<file path="config.mk">
export PLATFORM = sky130hd
export DESIGN_NAME = muldiv_seq
export DESIGN_NICKNAME = d
export VERILOG_FILES = /design/src/rtl/muldiv_seq.sv
export SDC_FILE = /design/constraint.sdc
export NUM_CORES = 1
export LEC_CHECK = 0
export CAP_MARGIN = 20
export CELL_PAD_IN_SITES_DETAIL_PLACEMENT = 1
export CELL_PAD_IN_SITES_GLOBAL_PLACEMENT = 1
export CORE_MARGIN = 1.5
export CORE_UTILIZATION = 40
export CTS_CLUSTER_SIZE = 8
export DETAILED_ROUTE_END_ITERATION = 7
export MAX_ROUTING_LAYER = met4
export PLACE_DENSITY_LB_ADDON = 0.25
export SLEW_MARGIN = 20
export SYNTH_ARGS = -nofsm -noshare
export SYNTH_HDL_FRONTEND = slang
export SYNTH_SLANG_ARGS = --single-unit
</file>
<file path="constraint.sdc">
create_clock -name clk -period 8.25 [get_ports clk]
set_clock_uncertainty 0.1 [all_clocks]
set_input_delay 1.65 -clock clk [delete_from_list [all_inputs] [get_ports clk]]
set_output_delay 1.65 -clock clk [all_outputs]
set_load 0.005 [all_outputs]
</file>
<file path="src/rtl/muldiv_seq.sv">
// muldiv_seq: iterative RV32M multiply/divide sequencer for the Execute stage.
//
// Takes one M-type operation from the pipeline and runs it in a 32-step loop
// (radix-2 shift-add for multiply, restoring subtract for divide). It stalls
// the pipeline until the result is ready. Divide-by-zero and signed-divide
// overflow finish in a single cycle.
//
// Ports:
//   clk     - clock, rising edge
//   clr     - asynchronous active-high reset
//   start   - M-type instruction present in E (held high while stalled)
//   funct3  - op select: MUL, MULH, MULHSU, MULHU, DIV, DIVU, REM, REMU
//   a, b    - rs1 / rs2 operands after forwarding
//   flush   - synchronous abort of the current operation
//   stall   - combinational pipeline stall request
//   busy    - sequencer is not idle
//   done    - one-cycle result-valid pulse
//   result  - registered result, held after done
module muldiv_seq #(
    parameter int XLEN = 32,
    parameter int ITER = 32
) (
    input  logic            clk,
    input  logic            clr,
    input  logic            start,
    input  logic [2:0]      funct3,
    input  logic [XLEN-1:0] a,
    input  logic [XLEN-1:0] b,
    input  logic            flush,
    output logic            stall,
    output logic            busy,
    output logic            done,
    output logic [XLEN-1:0] result
);

    localparam int CW = $clog2(ITER);
    localparam logic [CW-1:0] LAST = CW'(ITER - 1);

    typedef enum logic [1:0] {IDLE, CALC, DONE} state_t;

    state_t              state_q, state_d;
    logic [CW-1:0]       count_q, count_d;
    logic [2:0]          op_q, op_d;
    logic                neg_q, neg_d;
    logic                rneg_q, rneg_d;
    logic [XLEN-1:0]     dvs_q, dvs_d;
    logic [2*XLEN-1:0]   acc_q, acc_d;
    logic [XLEN:0]       rem_q, rem_d;
    logic [XLEN-1:0]     result_q, result_d;

    // Operand decode for the incoming instruction.
    logic            is_div_in, a_signed_in, b_signed_in, a_neg, b_neg;
    logic [XLEN-1:0] a_mag, b_mag, special_res;
    logic            div_by_zero, div_ovf;

    // One loop step, shared by both operation kinds.
    logic [XLEN:0]     mul_sum;
    logic [2*XLEN-1:0] mul_next, prod_fin;
    logic [XLEN:0]     shifted, rem_next;
    logic              ge;
    logic [XLEN-1:0]   quo_next, quo_fin, rem_fin, final_res;

    // Sign handling: a is signed for MULH/MULHSU/DIV/REM, b for MULH/DIV/REM.
    // Multiplier and dividend both start in the low half of acc, so the
    // launch path is the same for every operation.
    always_comb begin
        is_div_in   = funct3[2];
        a_signed_in = is_div_in ? ~funct3[0] : (funct3[1] ^ funct3[0]);
        b_signed_in = is_div_in ? ~funct3[0] : (funct3[1:0] == 2'b01);
        a_neg       = a_signed_in & a[XLEN-1];
        b_neg       = b_signed_in & b[XLEN-1];
        a_mag       = a_neg ? -a : a;
        b_mag       = b_neg ? -b : b;
        div_by_zero = is_div_in & (b == '0);
        div_ovf     = is_div_in & ~funct3[0] & (a == {1'b1, {(XLEN-1){1'b0}}}) & (b == '1);
        if (div_by_zero) begin
            special_res = funct3[1] ? a : '1;
        end else begin
            special_res = funct3[1] ? '0 : a;
        end
    end

    // Multiply: add the multiplicand into the upper half when the current
    // multiplier bit is set, then shift the 65-bit sum right.
    // Divide: shift the next dividend bit into the partial remainder and
    // subtract the divisor when it fits. The remainder's top bit is always 0
    // between steps; it is folded into the compare so no bit goes unused.
    always_comb begin
        mul_sum  = {1'b0, acc_q[2*XLEN-1:XLEN]} + (acc_q[0] ? {1'b0, dvs_q} : '0);
        mul_next = {mul_sum, acc_q[XLEN-1:1]};
        prod_fin = neg_q ? -mul_next : mul_next;

        shifted  = {rem_q[XLEN-1:0], acc_q[XLEN-1]};
        ge       = rem_q[XLEN] | (shifted >= {1'b0, dvs_q});
        rem_next = ge ? (shifted - {1'b0, dvs_q}) : shifted;
        quo_next = {acc_q[XLEN-2:0], ge};
        quo_fin  = neg_q ? -quo_next : quo_next;
        rem_fin  = rneg_q ? -rem_next[XLEN-1:0] : rem_next[XLEN-1:0];

        if (op_q[2]) begin
            final_res = op_q[1] ? rem_fin : quo_fin;
        end else begin
            final_res = (op_q[1:0] == 2'b00) ? prod_fin[XLEN-1:0] : prod_fin[2*XLEN-1:XLEN];
        end
    end

    // Next-state logic. Flush overrides everything except clr; it drops back
    // to IDLE and leaves the previous result visible.
    always_comb begin
        state_d  = state_q;
        count_d  = count_q;
        op_d     = op_q;
        neg_d    = neg_q;
        rneg_d   = rneg_q;
        dvs_d    = dvs_q;
        acc_d    = acc_q;
        rem_d    = rem_q;
        result_d = result_q;

        if (flush) begin
            state_d = IDLE;
            count_d = '0;
        end else begin
            case (state_q)
                IDLE: begin
                    if (start) begin
                        op_d    = funct3;
                        neg_d   = a_neg ^ b_neg;
                        rneg_d  = a_neg;
                        dvs_d   = b_mag;
                        acc_d   = {{XLEN{1'b0}}, a_mag};
                        rem_d   = '0;
                        count_d = '0;
                        if (div_by_zero | div_ovf) begin
                            result_d = special_res;
                            state_d  = DONE;
                        end else begin
                            state_d = CALC;
                        end
                    end
                end
                CALC: begin
                    if (op_q[2]) begin
                        acc_d = {acc_q[2*XLEN-1:XLEN], quo_next};
                        rem_d = rem_next;
                    end else begin
                        acc_d = mul_next;
                    end
                    if (count_q == LAST) begin
                        result_d = final_res;
                        count_d  = '0;
                        state_d  = DONE;
                    end else begin
                        count_d = count_q + CW'(1);
                    end
                end
                DONE: begin
                    state_d = IDLE;
                end
                default: begin
                    state_d = IDLE;
                end
            endcase
        end
    end

    // State and datapath registers.
    always_ff @(posedge clk or posedge clr) begin
        if (clr) begin
            state_q  <= IDLE;
            count_q  <= '0;
            op_q     <= '0;
            neg_q    <= 1'b0;
            rneg_q   <= 1'b0;
            dvs_q    <= '0;
            acc_q    <= '0;
            rem_q    <= '0;
            result_q <= '0;
        end else begin
            state_q  <= state_d;
            count_q  <= count_d;
            op_q     <= op_d;
            neg_q    <= neg_d;
            rneg_q   <= rneg_d;
            dvs_q    <= dvs_d;
            acc_q    <= acc_d;
            rem_q    <= rem_d;
            result_q <= result_d;
        end
    end

    // clr gates stall so a held start cannot keep the pipeline frozen
    // while the sequencer is being reset.
    assign stall  = ~clr & (((state_q == IDLE) & start & ~flush) | (state_q == CALC));
    assign busy   = (state_q != IDLE);
    assign done   = (state_q == DONE);
    assign result = result_q;

endmodule
</file>
# Word-level counts from Yosys, hierarchy flattened
# Cells that the tools add are included.
dict set report word_totals {
  inputBits 71
  rom_bits 0
  elab_cells 96
  ramBits 0
  ff_bits 173
  latch_bits 0
  memories 0
}
dict set report op_classes {
  n_mul 0
  muxes 34
  n_addsub 8
  n_eq_ne 13
  order_cmp 1
  n_reduce_logical 13
  shift 0
  n_div 0
  bitwise 17
}
# cell count
set ops {}
lappend ops {{$mux 32} 14}
lappend ops {{$mux 64} 3}
lappend ops {{$neg 32->32} 4}
lappend ops {{$pmux 64 s2} 1}
lappend ops {{$mux 33} 3}
lappend ops {{$pmux 33 s2} 1}
lappend ops {{$eq 32x32->1 const B} 2}
lappend ops {{$neg 64->64} 1}
lappend ops {{$pmux 32 s2} 1}
lappend ops {{$add 32x32->33} 1}
lappend ops {{$ge 33x32->1} 1}
lappend ops {{$sub 33x32->33} 1}
lappend ops {{$logic_not 32->1} 1}
lappend ops {{$mux 5} 3}
lappend ops {{$ne 2x2->1 const B} 5}
lappend ops {{$pmux 5 s2} 1}
lappend ops {{$and 1x1->1} 9}
lappend ops {{$mux 2} 4}
lappend ops {{$reduce_and 4->1} 2}
lappend ops {{$ne 3x3->1 const B} 2}
lappend ops {{$reduce_and 3->1} 2}
lappend ops {{$add 5x1->5 const B} 1}
lappend ops {{$eq 5x5->1 const B} 1}
lappend ops {{$reduce_and 5->1} 1}
lappend ops {{11 further kinds} 21}

# Depth between registers and ports, before layout
# Gate-level depths: netlist of run 1.
dict set report depth {
  depth_word 9
  mapped_depth 26
  depth_no_buf 20
}

# Least setup slack after synthesis of run 1
# No wires, ideal clock.
dict set report synth_path {
  path_type {reg-to-reg}
  from {register rem_q[20]}
  to {register result_q[26] (netlist: result[26])}
  period_less_slack_ns 5.726
  t_arrival_ns 5.497
  t_required_ns 8.021
  stages_incl_launch_ff 24
  path_slack_ns 2.524
  setup_time_ns 0.129
  n_path_buf 5
  cell_sequence {dfrtp_1 > ha_1 > clkbuf_1 > and4_1 > nand2_1 > or3_1 > a211o_1 > nand2_1 > buf_1 > clkbuf_1 > buf_2 > clkbuf_1 > a21oi_1 > inv_1 > ha_1 > nand2_1 > nor3_1 > a41oi_1 > a21o_1 > nand2b_1 > o41ai_1 > xnor2_1 > a2111oi_0 > a2111o_1}
}
dict set report synth_via {
  elab_chain_cells 9
  elab_cells_between_ends 12
  classes_between {add/sub: 3; order compare: 1; mux: 7; bitwise: 1}
}
# item line
set synth_lines {}
lappend synth_lines {{from (decl)} 48} ;# logic [XLEN:0] rem_q, rem_d;
lappend synth_lines {{from (signal assigned)} 187} ;# rem_q <= rem_d;
lappend synth_lines {{$ge 33x32->1} 94} ;# ge = rem_q[XLEN] | (shifted >= {1'b0, dvs_q});
lappend synth_lines {{$or 1x1->1} 94}
lappend synth_lines {{$mux 33} 95} ;# rem_next = ge ? (shifted - {1'b0, dvs_q}) : shifted;
lappend synth_lines {{$neg 32->32} 98} ;# rem_fin = rneg_q ? -rem_next[XLEN-1:0] : rem_next[XLEN-1:0];
lappend synth_lines {{$mux 32} 98}
lappend synth_lines {{$mux 32 (*)} 101} ;# final_res = op_q[1] ? rem_fin : quo_fin;
lappend synth_lines {{$mux 32 (*)} 100} ;# if (op_q[2]) begin
lappend synth_lines {{$mux 32 (*)} 149} ;# if (count_q == LAST) begin
lappend synth_lines {{$pmux 32 s2 (*)} 124} ;# case (state_q)
lappend synth_lines {{to (signal assigned)} 188} ;# result_q <= result_d;
lappend synth_lines {{to (decl)} 49} ;# logic [XLEN-1:0] result_q, result_d;
# Every way passes the cells marked *; elsewhere a longest branch is shown, timed or not. The select of a mux whose other input is x is not followed.
# A chain may end at the register's enable or synchronous reset.

# Worst setup path in the final report of run 1
dict set report layout_path {
  from {input b[6]}
  to {register result_q[30] (netlist: result[30])}
}
dict set report layout_via {
  elab_chain_cells 6
  elab_cells_between_ends 11
  classes_between {eq/ne: 2; mux: 4; bitwise: 3; reduce/logical: 2}
}
# item line
set layout_lines {}
lappend layout_lines {{from (decl)} 28} ;# input logic [XLEN-1:0] b,
lappend layout_lines {{$logic_not 32->1} 74} ;# div_by_zero = is_div_in & (b == '0);
lappend layout_lines {{$and 1x1->1} 74}
lappend layout_lines {{$mux 32} 76} ;# if (div_by_zero) begin
lappend layout_lines {{$mux 32} 134} ;# if (div_by_zero | div_ovf) begin
lappend layout_lines {{$mux 32} 126} ;# if (start) begin
lappend layout_lines {{$pmux 32 s2} 124}
# Parallel ways exist; a longest one is shown, timed or not. The select of a mux whose other input is x is not followed.

==> impl_results.md, run 1 <==
* Status: completed
* RSZ-0062 raised after global routing: no
* Setup repair bufs after CTS at 0
* EDFF count, synth at 0
* Syn Nets at 2447
* Starting density of the core at 0.408
* # IOs at 106
* Worst-margin pin slew at 1.13 ns
* Crit path cell chain: clkdlybuf4s50_1 > or4_1 > nor3_1 > nor2b_1 > nand2_1 > nor3_1 > and4b_2 > nor3_1 > or3_1 > inv_1 > o21ai_0 > a221oi_1 > o31ai_1 > o32a_1
* DIE WIDTH at 211 microns
* Die Area at 44400 sq um
* Most frequent CP cell: nor3_1
* Final Setup Violations at 0
* Total Power at 6.50 mW
* Reg area at 4330 sq um
* WS Path Type: in -> reg
* # DRC at 0
* Routability-driven placement congestion ratio at 1.01
* CP Data Arrival Time at 6.24 ns
* Share of layout cells above drive strength 1 at 0.0462
* Crit path launch type: input port
* Filler Cell Count at 5231
* First-pass GRT wire length at 109 mm
* Core area at 42200 sq um
* Rel. slew slack at 0.244
* Prevailing post-synth register cell: dfrtp_1
* Setup crit end kind: register
* CP peak stage delay at 0.61 ns
* Die Y-Extent at 211 microns
* CTS Hold Bufs at 0
* Area growth syn-to-layout at 11.5%
* First-pass iteration count of the detailed router at 6
* Antenna Nets Post-Route at 0
* Slew Viols, Final at 0
* Slowest cell on the critical path: or4_1
* Detailed Route WL at 70.9 mm
* Area of the multi-input gates at 12000 sq um
* Grt ovf at 0
* Final period util at 0.724
* Pwr Density at 338 nW/um^2
* GRT Overall Usage at 0.329
* Most common cell after layout, fill and taps aside: nand2_1
* Leak Pwr at 7.89 nW
* Cts repair resizes at 0
* Vias in the first global route at 18093
* Clock Pin Slew Worst Setup and Hold Paths at 0.07 ns
* Mapped cell area at 17200 sq um
* Reg2Reg Setup Slack at 2.45 ns
* Later-pin clock latency in the skew report at 0.48 ns
* Via-to-Cell Ratio at 6.37
* # H-tree levels at 4
* Most frequent cells in the layout: nand2_1, o21ai_0, nor2_1, dfrtp_1, a21oi_1
* Vias at 18196
* Setup TNS at 0 ns
* Final Hold Violating Endpoints at 0
* Post-Synthesis Cells at 2301
* Antenna violations before repair at 1
* CTS sink count at 173
* Site Rows at 75
* Achievable Freq at 167 MHz
* First DRT Iteration DRCs at 1809
* Tmin final at 5.97 ns
* Post-synthesis sequential area ratio at 0.251
* Synth unique cells at 88
* Synth Area per Inst at 7.49 sq um
* Largest net degree at the start of global routing at 98
* Fin util at 0.455
* Syn. warnings at 0
* DR WL/cell at 24.8 microns
* Maxcap violations at 0
* Worst vdd ir at 215 uV
* Final #Nets at 2449
* CTS root buf: clkbuf_16
* TritonCTS buffer count at 17
* CTS tree: built
* Hold WC Path Type: reg -> reg
* Clk buf depth at 2
* Seq cells post-synth at 173
* IO Port Bufs at 105
* Post-synth ARST share at 1.00
* Max FO, Critical Path at 7
* DP Wirelength at 54.4 mm
* Critical path required time at 8.51 ns
-- synthesized netlist by cell type, types with 17 or more instances --
cell	number	area, sq um
nand2_1	317	1190
o21ai_0	266	1330
nor2_1	183	687
dfrtp_1	173	4330
a21oi_1	146	731
clkbuf_1	136	510
xnor2_1	134	1170
xor2_1	85	744
inv_1	75	282
ha_1	73	913
mux2i_1	60	601
nor3_1	52	260
or3_1	40	250
o31ai_1	38	285
nand3_1	31	155
a22o_1	29	254
o211ai_1	28	210
a31oi_1	23	144
o21ai_1	23	115
nor4_1	22	138
nand4_1	21	131
and3_1	20	125
a211oi_1	19	143
a21o_1	19	143
a221oi_1	19	166
maj3_1	19	190
o41ai_1	18	158
nand2b_1	17	106
-- worst paths after layout --
check                                      from                      to  depth (start not counted)
setup / recovery                           b[6]  result[30]$_DFFE_PP0P_                         14
hold / removal             dvs_q[6]$_DFFE_PP0P_    dvs_q[6]$_DFFE_PP0P_                          2
setup reg to reg           acc_q[0]$_DFFE_PP0P_  result[26]$_DFFE_PP0P_                         16
hold reg to reg            dvs_q[6]$_DFFE_PP0P_    dvs_q[6]$_DFFE_PP0P_                          2
max in group asynchronous                   clr   dvs_q[30]$_DFFE_PP0P_                          3
min in group asynchronous                   clr   acc_q[10]$_DFFE_PP0P_                          2
-- cell type report --
type	count	area share
timing repair buffer	136	0.0668
antenna	1	0.000130
inverter	78	0.0155
sequential	173	0.225
multi-input combinational	1897	0.627
clock inverter	15	0.00852
clock buffer	17	0.0221
tap	539	0.0351
-- routing by layer --
metal | GRT usage | wire, microns | up-vias
li1 | - | - | 8305
met1 | 0.437 | 31300 | 9062
met2 | 0.499 | 31800 | 680
met3 | 0.0610 | 5140 | 149
met4 | 0.122 | 2610 | 0
met5 | - | 0 | -
-- per-stage QoR --
| step | hold WS, ns | cell area (sq um) | worst slack, ns | std cells |
|---|---|---|---|---|
| 3_3_place_gp | 0.360 | 18600 | 2.37 | 2823 |
| 2_1_floorplan | 0.342 | 17200 | 1.81 | 2301 |
| 6_report | 0.383 | 19200 | 2.28 | 2856 |
| 3_5_place_dp | 0.370 | 18600 | 1.92 | 2823 |
| 5_1_grt | 0.414 | 19200 | 2.02 | 2856 |
| 4_1_cts | 0.385 | 19200 | 2.41 | 2855 |
-- flip-flops by register name, summed over array words and instances (netlist names) --
| name | count |
|---|---|
| rneg_q | 1 |
| acc_q | 64 |
| dvs_q | 32 |
| neg_q | 1 |
| op_q | 3 |
| result | 32 |
| count_q | 5 |
| state_q | 2 |
| rem_q | 33 |
-- power breakdown --
group	switching, mW	internal [mW]
clock	0.408	0.450
sequential	0.404	1.12
combinational	2.65	1.46
total	3.46	3.04
-- critical path, delay by kind of cell --
family	cells	cell delay, ns
AOI/OAI and AO/OA	4	0.91
buffers and inverters	2	0.73
and+or+nand+nor	8	2.93
-- logic make-up after synthesis --
family	count (synthesis)	share of synthesized area
XOR/XNOR	219	0.111
flip-flops	173	0.251
buffers and inverters	231	0.0510
adder cells (fa/ha/maj)	94	0.0663
AND/OR/NAND/NOR	789	0.215
AO/OA/AOI/OAI	730	0.267
multiplexers	65	0.0388
(Power assumes the default switching activity.)
==> inputs of run 2 (changes only) <==
clock period = 5.15 ns   (was 8.25 ns; I/O delays follow)
==> run 2 against run 1 <==
Sequential power up 58%. First-iteration DRC count down 12%. Register-to-register slack worse by 2.3 ns. Global-route usage up 1.8 points. Die area unchanged. Sequential cell count unchanged. Clock-buffer cell count up 1. Non-clock buffer count up 107. Cell count up 3.7%. Cell area up 4.6%. Power up 68%. Highest routed layer unchanged.
==> impl_results.md, run 2 (synthesized netlist as in run 1, its figures left out) <==
* Status: completed (unchanged)
* GRT Overall Usage at 0.347 (was 0.329)
* Routability-driven placement congestion ratio at 1.01 (about the same)
* Hold WC Path Type: reg -> reg (unchanged)
* Share of layout cells above drive strength 1 at 0.0957 (was 0.0462)
* Vias in the first global route at 18637 (was 18093)
* Most frequent cells in the layout: nand2_1, o21ai_0, nor2_1, dfrtp_1, a21oi_1 (unchanged)
* Area growth syn-to-layout at 16.6% (was 11.5%)
* Fin util at 0.476 (was 0.455)
* Biggest registers after layout: acc_q: 64 flops, rem_q: 33 flops (unchanged)
* Site Rows at 75 (unchanged)
* Vias at 18602 (was 18196)
* Maxcap violations at 0 (unchanged)
* Final #Nets at 2556 (was 2449)
* Filler Cell Count at 5223 (was 5231)
* First DRT Iteration DRCs at 1586 (was 1809)
* TritonCTS buffer count at 17 (unchanged)
* CTS Hold Bufs at 0 (unchanged)
* CP Data Arrival Time at 5.23 ns (was 6.24 ns)
* Leak Pwr at 8.42 nW (was 7.89 nW)
* Fin area at 20100 sq um (was 19200 sq um)
* Most common cell after layout, fill and taps aside: nand2_1 (unchanged)
* Max FO, Critical Path at 7 (unchanged)
* Worst vdd ir at 268 uV (was 215 uV)
* Die Y-Extent at 211 microns (unchanged)
* # IOs at 106 (unchanged)
* DR WL/cell at 25.1 microns (was 24.8 microns)
* Final Hold Violating Endpoints at 0 (unchanged)
* Antenna diodes at 0 (was 1)
* Worst setup margin at 0.148 ns (was 2.28 ns)
* Setup TNS at 0 ns (unchanged)
* Crit path launch type: register (was input port)
* Grt ovf at 0 (unchanged)
* # DRC at 0 (unchanged)
* CTS sink count at 173 (unchanged)
* Clock Pin Slew Worst Setup and Hold Paths at 0.08 ns (was 0.07 ns)
* CTS root buf: clkbuf_16 (unchanged)
* Tmin final at 5.00 ns
* Pwr Density at 543 nW/um^2 (was 338 nW/um^2)
* IO Port Bufs at 105 (unchanged)
* Dpl ws at -0.250 ns (was 1.92 ns)
* Clk buf depth at 2 (unchanged)
* DP Wirelength at 58.3 mm (was 54.4 mm)
* Final period util at 0.971
* Slew Viols, Final at 0 (unchanged)
* Starting density of the core at 0.408 (unchanged)
* First-pass iteration count of the detailed router at 5 (was 6)
* DIE WIDTH at 211 microns (unchanged)
* Final Setup Violations at 0 (unchanged)
* # H-tree levels at 4 (unchanged)
* WS Path Type: reg -> reg (was in -> reg)
* Setup crit end kind: register (unchanged)
* Antenna violations before repair at 0 (was 1)
* Die Area at 44400 sq um (unchanged)
* Cell Area, Placed at 19400 sq um (was 18600 sq um)
* Reg2Reg Setup Slack at 0.15 ns (was 2.45 ns)
* Via-to-Cell Ratio at 6.28 (was 6.37)
* Largest register FFs at 64 (unchanged)
* Critical path required time at 5.37 ns (was 8.51 ns)
* Worst-margin pin slew at 1.16 ns (was 1.13 ns)
* Rel. slew slack at 0.227 (was 0.244)
* Largest net degree at the start of global routing at 127 (was 98)
* Achievable Freq at 200 MHz
* Later-pin clock latency in the skew report at 0.47 ns (was 0.48 ns)
* Core area at 42200 sq um (unchanged)
* Detailed Route WL at 74.4 mm (was 70.9 mm)
* Hold slack at 0.382 ns (was 0.383 ns)
* Most flops, register: acc_q (unchanged)
* First-pass GRT wire length at 114 mm (was 109 mm)
* Antenna Nets Post-Route at 0 (unchanged)
* CTS tree: built (unchanged)
==> run 2: cell types whose count changed in the layout (fill, tap and decap cells not counted), sizes merged <==
cell and delta:
inv +2, bufinv -2, buf +107, clkinv -1, diode -1, clkbuf +1
==> run 2: layout make-up <==
type | instances | area, sq um | area share
tap | 539 | 674 | 0.0335
clock buffer | 18 | 439 | 0.0218
sequential | 173 | 4330 | 0.215
clock inverter | 14 | 125 | 0.00622
multi-input combinational | 1897 | 12100 | 0.604
timing repair buffer | 243 | 2100 | 0.104
inverter | 78 | 300 | 0.0149
==> run 2: what timing repair did <==
| item | CTS | global route |
|---|---|---|
| setup buffers | 0 | 3 |
| setup endpoints to repair | 0 | 11 |
| gates resized for setup | 0 | 23 |
==> run 2: worst paths after layout <==
kind / start / end / cells past startpoint
hold reg to reg: result[7]$_DFFE_PP0P_ / result[7]$_DFFE_PP0P_ / 2
max in group asynchronous: clr / neg_q$_DFFE_PP0P_ / 3
hold / removal: result[7]$_DFFE_PP0P_ / result[7]$_DFFE_PP0P_ / 2
min in group asynchronous: clr / rem_q[6]$_DFFE_PP0P_ / 2
setup reg to reg: acc_q[2]$_DFFE_PP0P_ / result[10]$_DFFE_PP0P_ / 13
setup / recovery: acc_q[2]$_DFFE_PP0P_ / result[10]$_DFFE_PP0P_ / 13
==> run 2: layer usage <==
layer,wire length (microns),track usage,up-vias
met5,0,-,-
met4,2300,0.100,0
met3,4620,0.0479,115
met2,34600,0.551,589
met1,32800,0.462,9386
li1,-,-,8512
==> run 2: through the flow <==
step           total power, mW  instances
6_report                  10.9       2962
4_1_cts                   10.7       2959
5_1_grt                   11.6       2962
2_1_floorplan             6.54       2301
3_5_place_dp              9.28       2927
3_3_place_gp              9.12       2927
==> run 2: critical path: stages (launching register included) <==
cell      delay [ns]
dfrtp_1         0.47
inv_1           0.14
ha_1            0.21
or3b_1          0.43
nor3_1          0.30
nand4_1         0.31
buf_4           0.27
or4_1           0.49
or3_1           0.46
o41ai_1         0.43
xor2_1          0.42
o21ai_0         0.15
a222oi_1        0.50
o21ai_0         0.15
==> run 2: power breakdown <==
part / total, mW / internal, mW / switching [mW] / leakage, nW
registers: 2.42 / 1.80 / 0.617 / 2.23
logic: 7.16 / 2.70 / 4.46 / 5.91
clock network: 1.34 / 0.650 / 0.686 / 0.275
